`src/rtl/alu_instr_encoder_if.sv`:
```
// Request/issue bus of the ALU instruction encoder. The master side
// drives encode requests and accepts issued R-type words.
interface alu_instr_encoder_if;
    logic        req_valid;
    logic        req_ready;
    logic [3:0]  req_ctrl;
    logic [4:0]  req_rs1;
    logic [4:0]  req_rs2;
    logic [4:0]  req_rd;
    logic        instr_valid;
    logic        instr_ready;
    logic [31:0] instr;
    logic [2:0]  func;
    logic [6:0]  opcode;

    modport master (
        output req_valid, req_ctrl, req_rs1, req_rs2, req_rd, instr_ready,
        input  req_ready, instr_valid, instr, func, opcode
    );

    modport slave (
        input  req_valid, req_ctrl, req_rs1, req_rs2, req_rd, instr_ready,
        output req_ready, instr_valid, instr, func, opcode
    );
endinterface

```
`src/rtl/alu_instr_encoder.sv`:
```
// Encodes ALU control codes into RV32 R-type words, buffers them in a small
// issue queue and releases them no closer than ISSUE_GAP cycles apart.
module alu_instr_encoder #(
    parameter int DEPTH     = 4,
    parameter int ISSUE_GAP = 4
) (
    input  logic                   clk,
    input  logic                   reset,
    alu_instr_encoder_if.slave     bus,
    output logic                   err_illegal,
    output logic [$clog2(DEPTH):0] count
);
    localparam int PW = $clog2(DEPTH);
    localparam int CW = PW + 1;
    localparam int GW = (ISSUE_GAP > 2) ? $clog2(ISSUE_GAP) : 1;
    localparam logic [6:0] OPC_OP = 7'b0110011;

    typedef enum logic [1:0] {IDLE = 2'd0, ISSUE = 2'd1, GAP = 2'd2} state_t;

    // Returns {legal, funct7[5], funct3} for a control code.
    function automatic logic [4:0] decode_ctrl(input logic [3:0] ctrl);
        logic [4:0] res;
        case (ctrl)
            4'b0001: res = {1'b1, 1'b0, 3'b000};
            4'b0011: res = {1'b1, 1'b0, 3'b001};
            4'b0100: res = {1'b1, 1'b0, 3'b010};
            4'b0101: res = {1'b1, 1'b0, 3'b011};
            4'b0110: res = {1'b1, 1'b0, 3'b100};
            4'b0111: res = {1'b1, 1'b0, 3'b101};
            4'b1001: res = {1'b1, 1'b0, 3'b110};
            4'b1010: res = {1'b1, 1'b0, 3'b111};
            4'b0010: res = {1'b1, 1'b1, 3'b000};
            4'b1000: res = {1'b1, 1'b1, 3'b101};
            default: res = 5'b00000;
        endcase
        return res;
    endfunction

    state_t            state_q, state_d;
    logic [GW-1:0]     gap_q, gap_d;
    logic [PW-1:0]     head_q, head_d;
    logic [PW-1:0]     tail_q, tail_d;
    logic [CW-1:0]     count_q, count_d;
    logic              err_q, err_d;
    logic [31:0]       mem_q [DEPTH];

    logic              req_ready_s;
    logic              accept_s;
    logic              push_s;
    logic              pop_s;
    logic [4:0]        dec_s;
    logic [31:0]       word_s;
    logic              instr_valid_s;
    logic [31:0]       instr_s;

    assign dec_s       = decode_ctrl(bus.req_ctrl);
    assign word_s      = {1'b0, dec_s[3], 5'b00000, bus.req_rs2, bus.req_rs1,
                          dec_s[2:0], bus.req_rd, OPC_OP};
    // Ready comes from the registered count only, so a pop never frees a full queue early.
    assign req_ready_s = (count_q < CW'(DEPTH));
    assign accept_s    = bus.req_valid && req_ready_s;
    assign push_s      = accept_s && dec_s[4];

    // Issue FSM: next state, gap countdown and pop request.
    always_comb begin
        state_d = state_q;
        gap_d   = gap_q;
        pop_s   = 1'b0;
        case (state_q)
            IDLE: begin
                if (count_q != CW'(0)) state_d = ISSUE;
                else                   state_d = IDLE;
            end
            ISSUE: begin
                if (bus.instr_ready && (count_q != CW'(0))) begin
                    pop_s   = 1'b1;
                    gap_d   = GW'(ISSUE_GAP - 2);
                    state_d = GAP;
                end else begin
                    state_d = ISSUE;
                end
            end
            GAP: begin
                if (gap_q == GW'(0)) begin
                    if (count_q != CW'(0)) state_d = ISSUE;
                    else                   state_d = IDLE;
                end else begin
                    gap_d   = gap_q - GW'(1);
                    state_d = GAP;
                end
            end
            default: state_d = IDLE;
        endcase
    end

    // Queue pointer, occupancy and error-pulse next-state logic.
    always_comb begin
        head_d  = head_q;
        tail_d  = tail_q;
        count_d = count_q;
        err_d   = accept_s && !dec_s[4];
        if (push_s) tail_d = tail_q + PW'(1);
        else        tail_d = tail_q;
        if (pop_s)  head_d = head_q + PW'(1);
        else        head_d = head_q;
        case ({push_s, pop_s})
            2'b10:   count_d = count_q + CW'(1);
            2'b01:   count_d = count_q - CW'(1);
            default: count_d = count_q;
        endcase
    end

    // Control state registers.
    always_ff @(posedge clk or posedge reset) begin
        if (reset) begin
            state_q <= IDLE;
            gap_q   <= GW'(0);
            head_q  <= PW'(0);
            tail_q  <= PW'(0);
            count_q <= CW'(0);
            err_q   <= 1'b0;
        end else begin
            state_q <= state_d;
            gap_q   <= gap_d;
            head_q  <= head_d;
            tail_q  <= tail_d;
            count_q <= count_d;
            err_q   <= err_d;
        end
    end

    // Queue storage; cleared on reset so no stale word can ever be presented.
    always_ff @(posedge clk or posedge reset) begin
        if (reset) begin
            for (int i = 0; i < DEPTH; i++) mem_q[i] <= 32'd0;
        end else if (push_s) begin
            mem_q[tail_q] <= word_s;
        end else begin
            mem_q[tail_q] <= mem_q[tail_q];
        end
    end

    assign instr_valid_s   = (state_q == ISSUE);
    assign instr_s         = instr_valid_s ? mem_q[head_q] : 32'd0;

    assign bus.req_ready   = req_ready_s;
    assign bus.instr_valid = instr_valid_s;
    assign bus.instr       = instr_s;
    assign bus.func        = instr_s[14:12];
    assign bus.opcode      = instr_s[6:0];
    assign err_illegal     = err_q;
    assign count           = count_q;
endmodule

```
`src/flat_wrapper.sv`:
```
// flat-port wrapper written by rule: the top's interface ports become plain ports
module alu_instr_encoder_flat 
#(
    parameter int DEPTH     = 4,
    parameter int ISSUE_GAP = 4
)
  (clk, reset, err_illegal, count, bus_req_valid, bus_req_ctrl, bus_req_rs1, bus_req_rs2, bus_req_rd, bus_instr_ready, bus_req_ready, bus_instr_valid, bus_instr, bus_func, bus_opcode);
  alu_instr_encoder_if bus_i ();
  input  logic clk;
  input  logic reset;
  output logic err_illegal;
  output logic [$clog2(DEPTH):0] count;
  input wire logic [$bits(bus_i.req_valid)-1:0] bus_req_valid;
  input wire logic [$bits(bus_i.req_ctrl)-1:0] bus_req_ctrl;
  input wire logic [$bits(bus_i.req_rs1)-1:0] bus_req_rs1;
  input wire logic [$bits(bus_i.req_rs2)-1:0] bus_req_rs2;
  input wire logic [$bits(bus_i.req_rd)-1:0] bus_req_rd;
  input wire logic [$bits(bus_i.instr_ready)-1:0] bus_instr_ready;
  output wire logic [$bits(bus_i.req_ready)-1:0] bus_req_ready;
  output wire logic [$bits(bus_i.instr_valid)-1:0] bus_instr_valid;
  output wire logic [$bits(bus_i.instr)-1:0] bus_instr;
  output wire logic [$bits(bus_i.func)-1:0] bus_func;
  output wire logic [$bits(bus_i.opcode)-1:0] bus_opcode;
  assign bus_i.req_valid = bus_req_valid;
  assign bus_i.req_ctrl = bus_req_ctrl;
  assign bus_i.req_rs1 = bus_req_rs1;
  assign bus_i.req_rs2 = bus_req_rs2;
  assign bus_i.req_rd = bus_req_rd;
  assign bus_i.instr_ready = bus_instr_ready;
  assign bus_req_ready = bus_i.req_ready;
  assign bus_instr_valid = bus_i.instr_valid;
  assign bus_instr = bus_i.instr;
  assign bus_func = bus_i.func;
  assign bus_opcode = bus_i.opcode;
  alu_instr_encoder #(.DEPTH(DEPTH), .ISSUE_GAP(ISSUE_GAP)) u_core (.clk(clk), .reset(reset), .bus(bus_i), .err_illegal(err_illegal), .count(count));
endmodule
```
`config.mk`:
```
export PLATFORM = sky130hd
export DESIGN_NAME = alu_instr_encoder_flat
export DESIGN_NICKNAME = d
export VERILOG_FILES = /design/src/rtl/alu_instr_encoder_if.sv /design/src/rtl/alu_instr_encoder.sv /design/src/flat_wrapper.sv
export SDC_FILE = /design/constraint.sdc
export NUM_CORES = 1
export LEC_CHECK = 0
export CAP_MARGIN = 20
export CORE_MARGIN = 2
export CORE_UTILIZATION = 46
export CTS_CLUSTER_DIAMETER = 30
export CTS_CLUSTER_SIZE = 10
export DETAILED_ROUTE_END_ITERATION = 7
export HOLD_SLACK_MARGIN = 0.1
export PLACE_DENSITY_LB_ADDON = 0.05
export SYNTH_ARGS = -nofsm -noshare
export SYNTH_HDL_FRONTEND = slang
export SYNTH_SLANG_ARGS = --single-unit
```
`constraint.sdc`:
```
create_clock -name clk -period 4.3 [get_ports clk]
set_clock_uncertainty 0.05 [all_clocks]
set_input_delay 0.43 -clock clk [delete_from_list [all_inputs] [get_ports clk]]
set_output_delay 0.43 -clock clk [all_outputs]
set_load 0.05 [all_outputs]
```
-- Word-level counts from Yosys, hierarchy flattened
Memories as Yosys holds them, arrays and structs flattened.
Index checks and enable logic that the tools add are counted.
- ROM bits: 80
- memories kept: 1
- input port bits: 23
- register bits after elaboration: 140
- word-level logic and storage cells: 62
- memories (name ; words ; bits a word ; read ports ; clocked after memory_dff ; wr ports ; line ; text):
    (name not given) ; 16 ; 5 ; 1 ; 0 ; 0 ; alu_instr_encoder.sv:23 ; case (ctrl)
- equal/unequal tests: 6
- reduce and logical (&&, ||, !) cells: 12
- $lt $le $gt $ge: 4
- add/sub/neg operators: 5
- bitwise gates (word level): 2
- mux-type cells: 22
- operators with widths (cell ; count):
    128-bit bitwise mux ; 2
    32-bit 2-to-1 mux ; 6
    32-bit binary-select mux with 2-bit select ; 2
    128-bit 2-to-1 mux ; 1
    32-bit demux with 2-bit select ; 1
    2-bit 2-to-1 mux ; 4
    3-bit >= comparator, second input constant ; 2
    2-bit inverter with 3-bit output ; 2
    2-bit one-hot mux with 3 select lines ; 1
    3-bit one-hot mux with 2 select lines ; 1
    1-bit logical AND ; 5
    2-bit by 1-bit adder with 2-bit output, second input constant ; 2
    2-bit by 1-bit == test with 1-bit output, second input constant ; 2
    2-bit == test, second input constant ; 2
    2-bit zero test ; 2
    2-bit inequality test, second input constant ; 2
    2-bit one-hot mux with 2 select lines ; 1
    2-bit nonzero test ; 2
    3-bit by 1-bit adder with 3-bit output, second input constant ; 1
    3-bit by 1-bit less-than comparator with 1-bit output, second input constant ; 1
    3-bit less-than comparator, second input constant ; 1
    1-bit 2-to-1 mux ; 3
    3-bit AND reduction ; 1
    3-bit nonzero test ; 1
    3 further kinds ; 3

-- Logic depth before layout (Yosys ltp)
Gate-level depths: netlist of run 1.
- depth in word-level cells: 7
- depth in mapped cells: 12
- gate-level depth less buffers: 11

-- Worst setup path after synthesis of run 1
No wires, ideal clock.
- path type: reg2out
- from: register u_core.state_q[1]
- to: output port bus_instr[12]
- data required time: 3.820 ns
- data arrival time: 2.025 ns
- path buffers: 2
- slack: 1.795 ns
- cell stages (with the launch flop): 6
- cell sequence: dfrtp_1 > inv_1 > ha_1 > clkbuf_1 > and2_1 > buf_4
- cells in the longest elaborated chain, start to end: 2
- RTL lines (item ; line ; text):
    start, declared ; alu_instr_encoder.sv:39 ; state_t state_q, state_d;
    start signal, assigned ; alu_instr_encoder.sv:123 ; state_q <= state_d;
    2-bit by 1-bit == test with 1-bit output ; alu_instr_encoder.sv:143 ; assign instr_valid_s = (state_q == ISSUE);
    net bus_instr_valid ; flat_wrapper.sv:20 ; output wire logic [$bits(bus_i.instr_valid)-1:0] bus_instr_valid;
    32-bit 2-to-1 mux ; alu_instr_encoder.sv:144 ; assign instr_s = instr_valid_s ? mem_q[head_q] : 32'd0;
    end, declared ; flat_wrapper.sv:21 ; output wire logic [$bits(bus_i.instr)-1:0] bus_instr;
The timed path passes the listed nets, and every way through them passes these cells.

-- Final worst setup path of run 1
- from: register u_core.head_q[0]
- to: output port bus_opcode[6]
- cells in the longest elaborated chain, start to end: 5
- RTL lines (item ; line ; text):
    start, declared ; alu_instr_encoder.sv:41 ; logic [PW-1:0] head_q, head_d;
    start signal, assigned ; alu_instr_encoder.sv:118 ; head_q <= PW'(0);
    start signal, assigned ; alu_instr_encoder.sv:125 ; head_q <= head_d;
    2-bit inverter with 3-bit output (not written as such) ; alu_instr_encoder.sv:144 ;
    32-bit binary-select mux with 2-bit select ; alu_instr_encoder.sv:144 ;
    32-bit 2-to-1 mux (not written as such) (2 in series) ; alu_instr_encoder.sv:144 ;
    32-bit 2-to-1 mux ; alu_instr_encoder.sv:144 ;
    end, declared ; flat_wrapper.sv:23 ; output wire logic [$bits(bus_i.opcode)-1:0] bus_opcode;
Every way passes these cells. The select of a mux whose other input is x is not followed.

==> flow_summary.toml, run 1 <==
[layout]
drive_gt1_frac = 0.264
syn2layout_area_growth_pct = 18.9
n_antenna_cell = 0
nNetsFinal = 728
final_cell_count_no_fill = 922
nFillCells = 1412
final_common_cell = "dfrtp_1"
final_cell_mix = "dfrtp_1, nor2_1, a31oi_1, clkdlybuf4s50_1, mux4_2"

[worst_hold_path]
min_from = "u_core.gap_q[0]$_DFFE_PP0P_"
hp-class = "reg -> reg"

[floorplanning]
fp.dieH_um = 134
core_mm2 = 0.0165
row_count = 47
floorplan.initialDensity = 0.467
pin_count = 71
dieArea_mm2 = 0.0178
die_w_um = 134

[synthesis]
synth_top_area_share = 0.454
yosysSeqAreaShare = 0.454
ys.flop_type = "dfrtp_1"
synth_area_leaders = "dfrtp_1, mux4_2, a31oi_1"
synth-seq-cells = 140
yosys.area_share.simple = 0.100
synth_compound_area_frac = 0.111
synth.largest_area_cell = "dfrtp_1"
synth_edf_count = 0
synth_area_mm2 = 0.00772
synth-async-reset-ratio = 1.00
synth_xor_area_frac = 0.00680
syn_area_per_cell_um2 = 12.0
synth_top_family_by_area = "multiplexers"
synth_cell_types = 44
synth_fa_ha_area_frac = 0.0269
netlist_instances = 646
muxShareOfSynthArea = 0.249
syn_nets = 685
ys.warnings.count = 0

[place]
gp_congestion = 0.754
io_buffers = 70
dp_cells = 890
hpwl_um = 11500

[worst_setup_path]
slowest_delay_ns = 0.70
crit_chain = "buf_12 > mux4_2 > and2_1 > clkdlybuf4s50_1"
r2r_slack_ns = 1.55
worst_setup_path_start_kind = "flop"
r2r-start = "u_core.state_q[1]$_DFF_PP0_"
crit_arrival_ns = 2.82
cp-startpoint = "u_core.head_q[0]$_DFFE_PP0P_"
crit_required_ns = 3.82
cp_slowest_cell = "clkdlybuf4s50_1"
cp-end-kind = "output port"
cp_max_fo = 19
crit_buf_inv = 2
critPathTopFamily = "buffers and inverters"
crit_type = "reg -> out"

[power_and_ir_drop]
p_leak_nw = 3.59
ir_worst_vdd_mv = 0.429
power.density_mw_per_mm2 = 802

[timing]
finalSetupTns_ns = 0
report.final.hold_viol_count = 0
fmax_ghz = 0.303
maxSlewHeadroom = 0.368
slew_violations = 0
period_minus_slack_ns = 3.30
tightest_slew_ns = 0.949
period_share = 0.767
finalSetupViolCount = 0
rsz0062_at_grt = "false"

[cts]
cts_tree = "built"
cts_resized = 0
numClockSinks = 140
cts_max_level = 4
cts_hold_buf = 0
path_clk_slew_ns = 0.06
root_buffer = "clkbuf_16"
cts_buffers = 17
post_cts_buffers = 0
clk_latency_ns = 0.42
clk_path_buf_depth = 2

[detailed_routing]
drtPass1Iterations = 5
via_count = 5432
post_drt_via_cell_ratio = 5.89
post-route-drc-count = 0
antenna_left = 0
drtIter0Drc = 417
wl_per_cell_um = 20.3
wirelength_um = 18700

[status]
outcome = "completed"

[run]
cap_violations = 0

[grt]
grt_pass1_wl_um = 31100
antenna_found_initial = 0
grt_pass1_vias = 5621
grt_max_degree = 100
grt_usage = 0.226
grt_overflow_total = 0
## per-layer routing
| layer | up-vias | part of all wire | global-route usage |
|---|---|---|---|
| met5 | - | 0 | 0 |
| met4 | 0 | 0.0097 | 0.0467 |
| met3 | 16 | 0.045 | 0.0438 |
| met2 | 162 | 0.49 | 0.367 |
| met1 | 2779 | 0.45 | 0.319 |
| li1 | 2475 | - | - |
## worst register-to-register path, stage by stage (launching register included)
cell and delay, ns:
dfrtp_1 0.40, inv_1 0.08, ha_1 0.68, nand3_1 0.28
inv_1 0.14, ha_1 0.20, inv_1 0.06, fa_1 0.37
xor2_1 0.15, nor2_1 0.12, xnor2_1 0.13
## where the power goes
group / internal, W / total (W) / switching, W
registers: 0.00167 / 0.00204 / 0.000377
clock network: 0.000986 / 0.00157 / 0.000583
logic: 0.00153 / 0.00376 / 0.00223
## kinds of logic after synthesis
family          Yosys count
mux                     106
flops                   140
fa+ha+maj                16
simple gates            165
xor+xnor                  6
buf+inv                  81
compound gates          132
## worst paths after layout
path | end | cells after the start
worst max-delay path | bus_opcode[6] | 4
worst min-delay path | u_core.gap_q[0]$_DFFE_PP0P_ | 1
worst max register to register | u_core.count[2]$_DFFE_PP0P_ | 10
worst min register to register | u_core.gap_q[0]$_DFFE_PP0P_ | 1
max in group asynchronous | u_core.mem_q[42]$_DFFE_PP0P_ | 3
min in group asynchronous | u_core.mem_q[53]$_DFFE_PP0P_ | 2
## cells in the mapped netlist (3+ instances only)
master / number
a21boi_1: 3
a21boi_2: 6
a21oi_1: 20
a21oi_2: 3
a31oi_1: 73
and2_1: 34
buf_2: 12
buf_4: 14
buf_6: 4
clkbuf_1: 30
dfrtp_1: 140
ha_1: 15
inv_1: 17
mux2_2: 37
mux2i_1: 3
mux4_2: 64
nand2_1: 11
nand3_1: 17
nor2_1: 91
o21ai_0: 10
o21ai_2: 10
o22ai_1: 5
xnor2_1: 5
## sequential cells by signal (all words and copies together), names as in the netlist
register	count
u_core.mem_q	128
u_core.count	3
u_core.gap_q	2
u_core.state_q	2
u_core.tail_q	2
u_core.err_illegal	1
u_core.head_q	2
## layout make-up
| class | count | area, um2 | share of cell area |
|---|---|---|---|
| clock buffers | 18 | 439 | 0.0478 |
| clock inverters | 14 | 194 | 0.0211 |
| inverters | 18 | 72.6 | 0.00790 |
| multi-input cells | 425 | 3830 | 0.417 |
| flip-flops and latches | 140 | 3510 | 0.382 |
| well taps | 220 | 275 | 0.0300 |
| repair buffers | 87 | 866 | 0.0943 |
## through the flow
step / area (um2) / util / total power, W / hold slack (ns) / worst slack (ns)
detailed placement: 8550 / 0.518 / 0.00586 / 0.424 / 1.33
global placement: 8550 / 0.518 / 0.00577 / 0.426 / 1.38
CTS: 9190 / 0.556 / 0.00743 / 0.437 / 0.947
floorplan: 7720 / - / 0.00482 / 0.395 / 0.0671
finish: 9190 / 0.556 / 0.00737 / 0.433 / 1.00
global route: 9190 / 0.556 / 0.00781 / 0.470 / 0.866
No activity file was read; power rests on OpenSTA's default activity.
==> inputs of run 2 (changes only) <==
==> constraint.sdc (replaced) <==
create_clock -name clk -period 3.4 [get_ports clk]
set_clock_uncertainty 0.05 [all_clocks]
set_input_delay 0.34 -clock clk [delete_from_list [all_inputs] [get_ports clk]]
set_output_delay 0.34 -clock clk [all_outputs]
set_load 0.05 [all_outputs]
==> run 2 against run 1 <==
  * Global-route usage increased by 0.26 points
  * Count of clock-buffer cells in the layout increased by 2
  * Sequential power increased by 28%
  * Clock power increased by 34%
  * Final area increased by 1.4%
  * Register-to-register slack got worse by 0.50 ns
  * Sequential share of layout area decreased by 0.54 points
  * Routed wire length increased by 1.9%
  * Sequential cell count unchanged
  * Final cell count increased by 1.2%
  * Worst setup slack got worse by 0.72 ns
  * Critical path type unchanged
==> flow_summary.toml, run 2 (same netlist as run 1, synthesis figures left out) <==
[status]
outcome = "completed"

[floorplanning]
pin_count = 71
fp.dieH_um = 134
floorplan.initialDensity = 0.467
dieArea_mm2 = 0.0178
core_mm2 = 0.0165
die_w_um = 134
row_count = 47

[cts]
path_clk_slew_ns = 0.06
cts_buffers = 17
clk_path_buf_depth = 2
cts_tree = "built"
cts_max_level = 4
clk_latency_ns = 0.42
post_cts_buffers = 0
cts_hold_buf = 0
root_buffer = "clkbuf_16"
cts_resized = 0
numClockSinks = 140

[detailed_routing]
post-route-drc-count = 0
via_count = 5544
post_drt_via_cell_ratio = 5.94
drtIter0Drc = 329
antenna_left = 0
drtPass1Iterations = 5
wirelength_um = 19100
wl_per_cell_um = 20.4

[layout]
drive_gt1_frac = 0.271
nNetsFinal = 738
nFillCells = 1383
final_cell_mix = "dfrtp_1, nor2_1, a31oi_1, clkdlybuf4s50_1, mux4_2"
largest_reg_flops = 128
final_common_cell = "dfrtp_1"
syn2layout_area_growth_pct = 20.7
largest_register = "u_core.mem_q"

[run]
cap_violations = 0

[timing]
slew_violations = 0
maxSlewHeadroom = 0.397
worst_slack_ns = 0.282
tightest_slew_ns = 0.902
period_share = 0.917
period_minus_slack_ns = 3.12
finalSetupViolCount = 0
report.final.hold_viol_count = 0
fmax_ghz = 0.321
rsz0062_at_grt = "false"
holdWs_ns = 0.301
finalSetupTns_ns = 0

[worst_setup_path]
cp_max_fo = 18
cp-end-kind = "output port"
worst_setup_path_start_kind = "flop"
crit_arrival_ns = 2.73
crit_required_ns = 3.01
crit_type = "reg -> out"

[worst_hold_path]
hp-class = "in -> async"

[power_and_ir_drop]
ir_worst_vdd_mv = 0.503
power.density_mw_per_mm2 = 1030
p_leak_nw = 3.67

[grt]
grt_pass1_vias = 5673
grt_pass1_wl_um = 31200
grt_max_degree = 65
antenna_found_initial = 0
grt_usage = 0.228
grt_overflow_total = 0

[place]
io_buffers = 70
gp_congestion = 0.757
hpwl_um = 11800
place_ws_ns = 0.586
[run 2: cell types whose count changed in the layout (fill, tap and decap cells not counted)]
cell	before	now
bufinv_16	4	6
buf_12	3	5
buf_4	14	22
diode_2	0	1
clkinvlp_4	5	4
clkbuf_1	0	2
inv_6	2	0
clkinv_2	2	3
clkinv_4	2	0
[run 2: per-stage QoR]
step | power (W) | std cells | area, um2 | util
after floorplan | 0.00609 | 646 | 7730 | -
after global placement | 0.00742 | 900 | 8650 | 0.524
after detailed placement | 0.00751 | 900 | 8650 | 0.524
after CTS | 0.00964 | 932 | 9320 | 0.564
after global routing | 0.0101 | 932 | 9320 | 0.564
final | 0.00956 | 933 | 9320 | 0.564
[run 2: path summary, 6_finish.rpt]
path | from | endpoint | slack [ns] | depth (start not counted)
min in group clk | u_core.gap_q[0]$_DFFE_PP0P_ | u_core.gap_q[0]$_DFFE_PP0P_ | 0.44 | 1
max in group asynchronous | reset | u_core.tail_q[0]$_DFFE_PP0N_ | 2.24 | 3
worst max register to register | u_core.state_q[1]$_DFF_PP0_ | u_core.count[2]$_DFFE_PP0P_ | 1.05 | 11
worst max-delay path | u_core.head_q[0]$_DFFE_PP0P_ | bus_instr[23] | 0.28 | 4
worst min register to register | u_core.gap_q[0]$_DFFE_PP0P_ | u_core.gap_q[0]$_DFFE_PP0P_ | 0.44 | 1
worst min-delay path | reset | u_core.mem_q[90]$_DFFE_PP0P_ | 0.30 | 2
[run 2: area by class of cell]
class | instances | area, um2 | area share
Multi-Input combinational cell | 425 | 3830 | 0.411
Sequential cell | 140 | 3510 | 0.377
Inverter | 18 | 71.3 | 0.00765
Tap cell | 220 | 275 | 0.0295
Antenna cell | 1 | 2.50 | 0.000269
Clock inverter | 12 | 218 | 0.0234
Timing Repair Buffer | 97 | 966 | 0.104
Clock buffer | 20 | 447 | 0.0479
[run 2: per-layer routing]
| layer | track usage | part of all wire |
|---|---|---|
| met1 | 0.324 | 0.47 |
| met2 | 0.358 | 0.48 |
| met3 | 0.0495 | 0.043 |
| met4 | 0.0626 | 0.0096 |
| met5 | 0 | 0 |
[run 2: worst max-delay path: stages (launching register included)]
cell and delay (ns):
dfrtp_2 0.75, buf_4 0.34, mux4_2 0.33, and2_1 0.18, clkdlybuf4s50_1 0.70
[run 2: where the power goes]
part / internal (W) / switching [W] / leakage [nW]
clock: 0.00139 / 0.000710 / 0.316
sequential: 0.00211 / 0.000504 / 1.57
combinational: 0.00200 / 0.00285 / 1.78
